## src/rtl/ecall_pkg.sv

```systemverilog
// Shared definitions for the ecall service unit: service codes and FSM state encoding.
package ecall_pkg;

  localparam logic [7:0] ECALL_PRINT_INT = 8'd1;
  localparam logic [7:0] ECALL_READ_INT  = 8'd5;
  localparam logic [7:0] ECALL_EXIT      = 8'd10;

  typedef enum logic [2:0] {
    StIdle,
    StWaitRel,
    StWaitPress,
    StDone,
    StHalt
  } ecall_state_e;

endpackage

```

## src/rtl/btn_debounce.sv

```systemverilog
// Confirm-button conditioning: 2-flop synchronizer, stable-level debounce counter,
// debounced level and a registered one-cycle rising-edge pulse.
module btn_debounce #(
  parameter int unsigned DEBOUNCE_CYCLES = 1_000_000
) (
  input  logic clock,
  input  logic reset,
  input  logic btn,
  output logic level,
  output logic rise
);

  localparam int unsigned CntW = (DEBOUNCE_CYCLES > 1) ? $clog2(DEBOUNCE_CYCLES) : 1;

  logic            sync1_q, sync2_q;
  logic [CntW-1:0] cnt_q;
  logic            toggle;

  // Counter only runs while the synchronized level disagrees with the debounced one,
  // so any bounce back to the current level restarts the stability window.
  assign toggle = (sync2_q != level) && (cnt_q == CntW'(DEBOUNCE_CYCLES - 1));

  always_ff @(posedge clock or posedge reset) begin
    if (reset) begin
      sync1_q <= 1'b0;
      sync2_q <= 1'b0;
      cnt_q   <= '0;
      level   <= 1'b0;
      rise    <= 1'b0;
    end else begin
      sync1_q <= btn;
      sync2_q <= sync1_q;
      rise    <= toggle && sync2_q;
      if (sync2_q == level) begin
        cnt_q <= '0;
      end else if (toggle) begin
        cnt_q <= '0;
        level <= sync2_q;
      end else begin
        cnt_q <= cnt_q + CntW'(1);
      end
    end
  end

endmodule

```

## src/rtl/ecall_unit.sv

```systemverilog
// Services ecall instructions: stalls the PC, runs PRINT/READ/EXIT against board I/O
// and returns READ results for register a0.
module ecall_unit
  import ecall_pkg::*;
#(
  parameter int unsigned DEBOUNCE_CYCLES = 1_000_000,
  parameter int unsigned SW_WIDTH        = 16
) (
  input  logic                clock,
  input  logic                reset,
  input  logic                ecall_req,
  input  logic [31:0]         pc,
  input  logic [31:0]         a7,
  input  logic [31:0]         a0,
  input  logic [SW_WIDTH-1:0] sw,
  input  logic                confirm_btn,
  output logic                ecall_busy,
  output logic                wb_en,
  output logic [31:0]         wb_data,
  output logic [31:0]         seg_value,
  output logic                halted
);

  ecall_state_e state_q;
  logic         armed_q;
  logic [31:0]  pc_q;
  logic [7:0]   code_q;
  logic         armed;
  logic         start;
  logic         btn_level;
  logic         btn_rise;
  logic         unused_a7_hi;

  assign unused_a7_hi = ^a7[31:8];

  btn_debounce #(
    .DEBOUNCE_CYCLES(DEBOUNCE_CYCLES)
  ) u_btn_debounce (
    .clock(clock),
    .reset(reset),
    .btn  (confirm_btn),
    .level(btn_level),
    .rise (btn_rise)
  );

  // A new pc re-arms immediately so back-to-back ecalls stall from their first cycle.
  assign armed = armed_q || (pc != pc_q);
  assign start = (state_q == StIdle) && ecall_req && armed;

  assign ecall_busy = start || (state_q == StWaitRel) || (state_q == StWaitPress) ||
                      (state_q == StHalt);
  assign halted     = (state_q == StHalt);

  always_ff @(posedge clock or posedge reset) begin
    if (reset) begin
      state_q   <= StIdle;
      armed_q   <= 1'b1;
      pc_q      <= '0;
      code_q    <= '0;
      wb_en     <= 1'b0;
      wb_data   <= '0;
      seg_value <= '0;
    end else begin
      wb_en <= 1'b0;
      if (!ecall_req || (pc != pc_q)) begin
        armed_q <= 1'b1;
      end
      case (state_q)
        StIdle: begin
          if (start) begin
            armed_q <= 1'b0;
            pc_q    <= pc;
            code_q  <= a7[7:0];
            case (a7[7:0])
              ECALL_PRINT_INT: begin
                seg_value <= a0;
                state_q   <= StWaitRel;
              end
              ECALL_READ_INT: state_q <= StWaitRel;
              ECALL_EXIT:     state_q <= StHalt;
              default:        state_q <= StDone;
            endcase
          end
        end
        // A press already in progress at entry must be released before it can count.
        StWaitRel: begin
          if (!btn_level) begin
            state_q <= StWaitPress;
          end
        end
        StWaitPress: begin
          if (btn_rise) begin
            state_q <= StDone;
            if (code_q == ECALL_READ_INT) begin
              wb_en   <= 1'b1;
              wb_data <= 32'(sw);
            end
          end
        end
        StDone:  state_q <= StIdle;
        StHalt:  state_q <= StHalt;
        default: state_q <= StIdle;
      endcase
    end
  end

endmodule

```

## config.mk

```make
export PLATFORM = sky130hd
export DESIGN_NAME = ecall_unit
export DESIGN_NICKNAME = d
export VERILOG_FILES = /design/src/rtl/ecall_pkg.sv /design/src/rtl/btn_debounce.sv /design/src/rtl/ecall_unit.sv
export SDC_FILE = /design/constraint.sdc
export NUM_CORES = 1
export LEC_CHECK = 0
export ABC_AREA = 1
export CAP_MARGIN = 30
export CELL_PAD_IN_SITES_DETAIL_PLACEMENT = 1
export CELL_PAD_IN_SITES_GLOBAL_PLACEMENT = 1
export CORE_AREA = 2 2 145 119
export DETAILED_ROUTE_END_ITERATION = 10
export DIE_AREA = 0 0 147 121
export HOLD_SLACK_MARGIN = 0.12
export PLACE_DENSITY = 0.83
export SYNTH_ARGS = -nofsm -noshare
export SYNTH_HDL_FRONTEND = slang
export SYNTH_HIERARCHICAL = 1
export SYNTH_SLANG_ARGS = --single-unit
```

## constraint.sdc

```tcl
create_clock -name clock -period 6.8 [get_ports clock]
set_clock_uncertainty 0.1 [all_clocks]
set_input_delay 1.02 -clock clock [delete_from_list [all_inputs] [get_ports clock]]
set_output_delay 1.02 -clock clock [all_outputs]
set_load 0.005 [all_outputs]
```

==> impl_metrics.py, run 1 <==
metrics = {
    "final_layout": {
        "nNetsFinal": 992,
        "post-route-util_pct": 49.29,
        "multi_input_area_sq_um": 2302,
        "drive_above_1_share_pct": 10.25,
        "fill_cells": 1944,
        "finalNonFillerCells": 1109,
        "finalInstanceArea_sq_um": 8030,
        "regArea_sq_um": 2929,
        "areaGrowthSynthToFinish_pct": 35.60,
    },
    "detailed_routing": {
        "wl_per_cell_um": 14.49,
        "via_count": 5036,
        "viasPerCell": 4.541,
        "drt_iter0_markers": 193,
        "totalWireLength_um": 16070,
        "first_pass_iters": 4,
        "ant_nets": 0,
        "post-route-drc-count": 0,
    },
    "clock_network": {
        "cts.sinks": 117,
        "path_clk_slew_ns": 0.06,
        "cts_tree": "yes",
        "clock_latency_ns": 0.42,
        "htreeDepth": 4,
        "clock_path_buffers": 2,
        "ctsResizeCount": 0,
        "cts_hold_buf": 0,
        "cts-buffers-inserted": 17,
        "root_buffer": "clkbuf_16",
        "postCtsSetupBuffers": 0,
    },
    "sta": {
        "relSlewSlack_pct": 37.03,
        "final_max_slew_viol_count": 0,
        "fin_tns_setup_ns": 0,
        "fin_crit_sh_pct": 70.97,
        "post-route-min-period_ns": 4.826,
        "setup_viol": 0,
        "setup_ws_ns": 1.974,
        "finalHoldViolCount": 0,
        "worst_pin_slew_ns": 0.9435,
        "rsz0062_at_grt": "false",
        "timing.fmax_mhz": 207.2,
    },
    "synth": {
        "synth_area_sq_um": 5922,
        "synth_area_leaders": "dfrtp_1, nand2_1, inv_1",
        "synthArstFlopShare_pct": 100.0,
        "ys_types": 39,
        "synth_seq_area_share_pct": 49.46,
        "syn_inst": 733,
        "post_synth.cell_area_avg_sq_um": 8.079,
        "synth-seq-cells": 117,
        "yosysWarnings": 6,
        "synth_common_cells": "nand2_1, dfrtp_1, inv_1",
        "yosys_most_used_dff": "dfrtp_1",
        "synth-edff-count": 0,
        "synth.most_common_cell": "nand2_1",
        "netlist.area_leader.share_pct": 49.02,
        "synth_top_cell_by_area": "dfrtp_1",
    },
    "global_routing": {
        "grt_pass1_vias": 5475,
        "grt_pass1_wl_um": 26770,
        "overflow": 0,
        "grt_max_degree": 74,
        "track_usage_pct": 19.07,
        "grt_antenna_before_repair": 0,
    },
    "placement": {
        "gp_congestion": 0.7999,
        "hpwlAfterDp_um": 11370,
        "placed_area_sq_um": 7385,
        "place.port_buffers": 142,
        "dp.cells": 1076,
        "place_ws_ns": 1.960,
    },
    "pwr": {
        "ir_worst_vdd_uv": 204.0,
        "powerDensity_nw_per_um2": 297.5,
        "leakage_uw": 0.003884,
    },
    "floorplanning": {
        "dieArea_sq_um": 17790,
        "floorplan.initialDensity_pct": 36.35,
        "row_count": 42,
        "ios": 183,
        "die_w_um": 147,
        "die_h_um": 121,
        "core-area_sq_um": 16290,
    },
    "setup_path": {
        "worstPathArrival_ns": 3.71,
        "cp.required_ns": 5.68,
        "worstSetupPathType": "in2out",
        "cp_max_fo": 73,
        "cp-start-kind": "input port",
        "critPathCaptureType": "output port",
    },
    "flow_run": {
        "cap_viol_max_count": 0,
    },
    "outcome": {
        "outcome": "finished clean",
    },
    "min_path": {
        "hold_class": "reg2reg",
    },
}
metrics by stage:
stage               power, uW  hold slack [ns]
floorplan                1266           0.2312
global placement         1389           0.2347
detailed placement       1425           0.2497
CTS                      2420           0.2704
global route             2538           0.2822
finish                   2389           0.2678
sequential cells by signal, indices dropped and copies added, names as in the netlist:
signal,cells
armed_q,1
code_q,8
pc_q,32
seg_value,32
state_q,3
u_btn_debounce/cnt_q,20
u_btn_debounce/level,1
u_btn_debounce/rise,1
u_btn_debounce/sync1_q,1
u_btn_debounce/sync2_q,1
wb_data,16
wb_en,1
kinds of logic (layout without fill, tap and decap cells):
logic type / Yosys count / in the layout / synth area share, %
compound gates: 79 / 79 / 8.240
xor+xnor: 18 / 18 / 2.662
fa+ha+maj: 1 / 1 / 0.2112
buf+inv: 154 / 294 / 12.61
flops: 117 / 117 / 49.46
other cells: 1 / 17 / 0.06332
simple gates: 363 / 363 / 26.75
cells in the final DEF, fill, tap and decap left out, drive strengths merged:
cell and count:
or2 2, o22ai 1, a21oi 6, buf 1, clkbuf 20, clkinv 4, xor2 10, nand3b 1
bufinv 4, nor3 7, nand2 239, xnor2 8, nor4 1, inv 118, nand4 11, nand3 35
dfrtp 116, a31o 1, a31oi 1, diode 1, dfstp 1, conb 16, clkdlybuf4s50 142, clkinvlp 5
ha 1, nor2 67, o21ai 70
routing by layer:
metal	global-route usage [%]	part of all wire, %	vias to the layer above
li1	-	-	2490
met2	32.16	49	121
met1	23.44	43	2411
met4	6.010	1.0	0
met5	0	0	-
met3	6.090	6.7	14
critical path: stages:
cell and delay (ns):
clkdlybuf4s50_1 0.52, inv_1 0.07, nand2_1 0.06, nand2_1 0.05, inv_1 0.04, nand2_1 0.05, nor2_1 0.11, nand2_1 0.06
nor2_1 0.14, nand3_2 0.32, nand2_4 0.65, nand2_1 0.10, clkdlybuf4s50_1 0.51
power breakdown:
part | total, uW | internal [uW] | switching (uW)
logic | 492 | 214 | 278
clock network | 977 | 641 | 336
registers | 920 | 829 | 90.7
path summary, 6_finish.rpt:
check                                  startpoint                endpoint  slack [ns]  depth (start not counted)
setup / recovery                           pc[15]              ecall_busy        1.97                         13
hold / removal             u_btn_debounce/sync1_q  u_btn_debounce/sync2_q        0.27                          0
setup reg to reg                         pc_q[22]              state_q[1]        4.24                         10
hold reg to reg            u_btn_debounce/sync1_q  u_btn_debounce/sync2_q        0.27                          0
max in group asynchronous                   reset               code_q[0]        4.55                          3
min in group asynchronous                   reset           seg_value[30]        0.92                          2
final cells by class:
cell class / instances / area share (%)
diodes: 1 / 0.03116
inverters: 119 / 5.594
clock inverters: 12 / 2.197
multi-input cells: 477 / 28.67
clock buffers: 20 / 5.812
repair buffers: 143 / 17.79
well taps: 220 / 3.428
flip-flops and latches: 117 / 36.48
Note: power is estimated with default switching activity, not from simulation.
==> run 2: changes to the inputs <==
--- a/config.mk
+++ b/config.mk
@@ -9,11 +9,11 @@
 export CAP_MARGIN = 30
 export CELL_PAD_IN_SITES_DETAIL_PLACEMENT = 1
 export CELL_PAD_IN_SITES_GLOBAL_PLACEMENT = 1
-export CORE_AREA = 2 2 145 119
+export CORE_AREA = 2 2 158 129
 export DETAILED_ROUTE_END_ITERATION = 10
-export DIE_AREA = 0 0 147 121
+export DIE_AREA = 0 0 160 131
 export HOLD_SLACK_MARGIN = 0.12
-export PLACE_DENSITY = 0.83
+export PLACE_DENSITY = 0.75
 export SYNTH_ARGS = -nofsm -noshare
 export SYNTH_HDL_FRONTEND = slang
 export SYNTH_HIERARCHICAL = 1
==> constraint.sdc (replaced) <==
create_clock -name clock -period 4.4 [get_ports clock]
set_clock_uncertainty 0.1 [all_clocks]
set_input_delay 0.66 -clock clock [delete_from_list [all_inputs] [get_ports clock]]
set_output_delay 0.66 -clock clock [all_outputs]
set_load 0.005 [all_outputs]
==> run 2 against run 1 <==
Net effect:
- core utilization is 7.6 points lower
- final area is 0.93% higher
- via count is 0.44% lower
- flip-flop and latch count stayed put
- first-iteration DRC count is 18% lower
- critical path type unchanged
- combinational power is 56% higher
- largest cell class unchanged
- highest routed layer unchanged
==> impl_metrics.py, run 2 (synthesized netlist as in run 1, its figures left out) <==
metrics = {
    "setup_path": {
        "cp_max_fo": 12,
        "crit_start": "pc[21]",
        "cp-start-kind": "input port",
        "worstPathArrival_ns": 2.56,
        "cp.required_ns": 3.64,
        "ff2ff_path_depth": 12,
        "worstSetupPathType": "in2out",
        "reg2reg_from": "pc_q[22]",
        "critPathCaptureType": "output port",
    },
    "final_layout": {
        "final_common_cell": "nand2_1",
        "nNetsFinal": 996,
        "final_cell_mix": "nand2_1, clkdlybuf4s50_1, dfrtp_1, inv_1, nor2_1",
        "top_regs": "pc_q (32), seg_value (32), u_btn_debounce/cnt_q (20)",
        "areaGrowthSynthToFinish_pct": 36.87,
        "diodes": 0,
        "drive_above_1_share_pct": 10.20,
    },
    "global_routing": {
        "grt_pass1_wl_um": 26720,
        "track_usage_pct": 16.22,
        "overflow": 0,
        "grt_max_degree": 73,
        "grt_pass1_vias": 5272,
        "grt_antenna_before_repair": 0,
    },
    "clock_network": {
        "cts-buffers-inserted": 17,
        "clock_path_buffers": 2,
        "path_clk_slew_ns": 0.05,
        "cts_hold_buf": 0,
        "cts_tree": "yes",
        "htreeDepth": 4,
        "cts.sinks": 117,
        "postCtsSetupBuffers": 0,
        "root_buffer": "clkbuf_16",
        "ctsResizeCount": 0,
        "clock_latency_ns": 0.42,
    },
    "placement": {
        "gp_congestion": 0.8397,
        "place.port_buffers": 142,
        "hpwlAfterDp_um": 11680,
    },
    "sta": {
        "whs_ns": 0.3237,
        "post-route-min-period_ns": 3.316,
        "worst_pin_slew_ns": 0.8399,
        "setup_viol": 0,
        "rsz0062_at_grt": "false",
        "fin_tns_setup_ns": 0,
        "relSlewSlack_pct": 44.01,
        "final_max_slew_viol_count": 0,
        "timing.fmax_mhz": 301.6,
        "finalHoldViolCount": 0,
        "fin_crit_sh_pct": 75.35,
    },
    "floorplanning": {
        "dieArea_sq_um": 20960,
        "die_h_um": 131,
        "core-area_sq_um": 19450,
        "floorplan.initialDensity_pct": 30.44,
        "row_count": 46,
        "die_w_um": 160,
        "ios": 183,
    },
    "detailed_routing": {
        "wl_per_cell_um": 13.86,
        "via_count": 5014,
        "post-route-drc-count": 0,
        "totalWireLength_um": 16020,
        "viasPerCell": 4.337,
        "first_pass_iters": 4,
        "ant_nets": 0,
        "drt_iter0_markers": 158,
    },
    "pwr": {
        "leakage_uw": 0.003909,
        "ir_worst_vdd_uv": 233.7,
        "powerDensity_nw_per_um2": 452.9,
    },
    "outcome": {
        "outcome": "finished clean",
    },
    "min_path": {
        "hold_path.startpoint": "u_btn_debounce/sync1_q",
        "hold_class": "reg2reg",
        "hold_depth": 0,
    },
    "flow_run": {
        "cap_viol_max_count": 0,
    },
}
==> run 2: worst paths after layout <==
| check | endpoint | slack (ns) |
|---|---|---|
| worst max-delay path | ecall_busy | 1.08 |
| worst max register to register | state_q[0] | 1.94 |
| max in group asynchronous | pc_q[5] | 2.72 |
| min in group asynchronous | u_btn_debounce/cnt_q[9] | 0.57 |
| worst min-delay path | u_btn_debounce/sync2_q | 0.32 |
| worst min register to register | u_btn_debounce/sync2_q | 0.32 |
==> run 2: per-stage QoR <==
stage	total power [uW]	instances	area (sq um)	setup slack (ns)	util, %
global placement	2161	1123	7462	1.067	38.36
detailed placement	2220	1124	7477	1.059	38.44
floorplan	1956	748	5978	1.221	-
finish	3671	1156	8105	1.084	41.66
CTS	3741	1156	8105	1.054	41.66
global route	3922	1156	8105	0.9162	41.66
==> run 2: where the power goes <==
part	total, uW	internal (uW)	switching, uW
Combinational	767	336	431
Sequential	1420	1280	133
Clock	1490	992	497
==> run 2: layout make-up <==
type                    instances  area, sq um
repair buffers                147         1466
clock buffers                  24        481.7
well taps                     264        330.3
clock inverters                 8        146.4
inverters                     119        449.2
fillers                      2349        11350
flip-flops and latches        117         2929
multi-input cells             477         2302
==> run 2: metal layers <==
metal / routed length, um / up-vias / GRT usage, %
li1: - / 2503 / -
met1: 7283 / 2389 / 19.75
met3: 767 / 18 / 4.609
met5: 0 / - / 0
met2: 7762 / 104 / 27.96
met4: 210 / 0 / 5.564
==> run 2: worst max-delay path, cell delays in order <==
cell             delay, ns
clkdlybuf4s50_1       0.45
inv_1                 0.07
nand2_1               0.06
nand2_1               0.05
inv_1                 0.05
nand2_1               0.04
nor2_1                0.11
nand2_1               0.06
nor2_1                0.14
nand3_2               0.07
buf_4                 0.20
nand2_4               0.07
nand2_1               0.05
clkdlybuf4s50_1       0.47
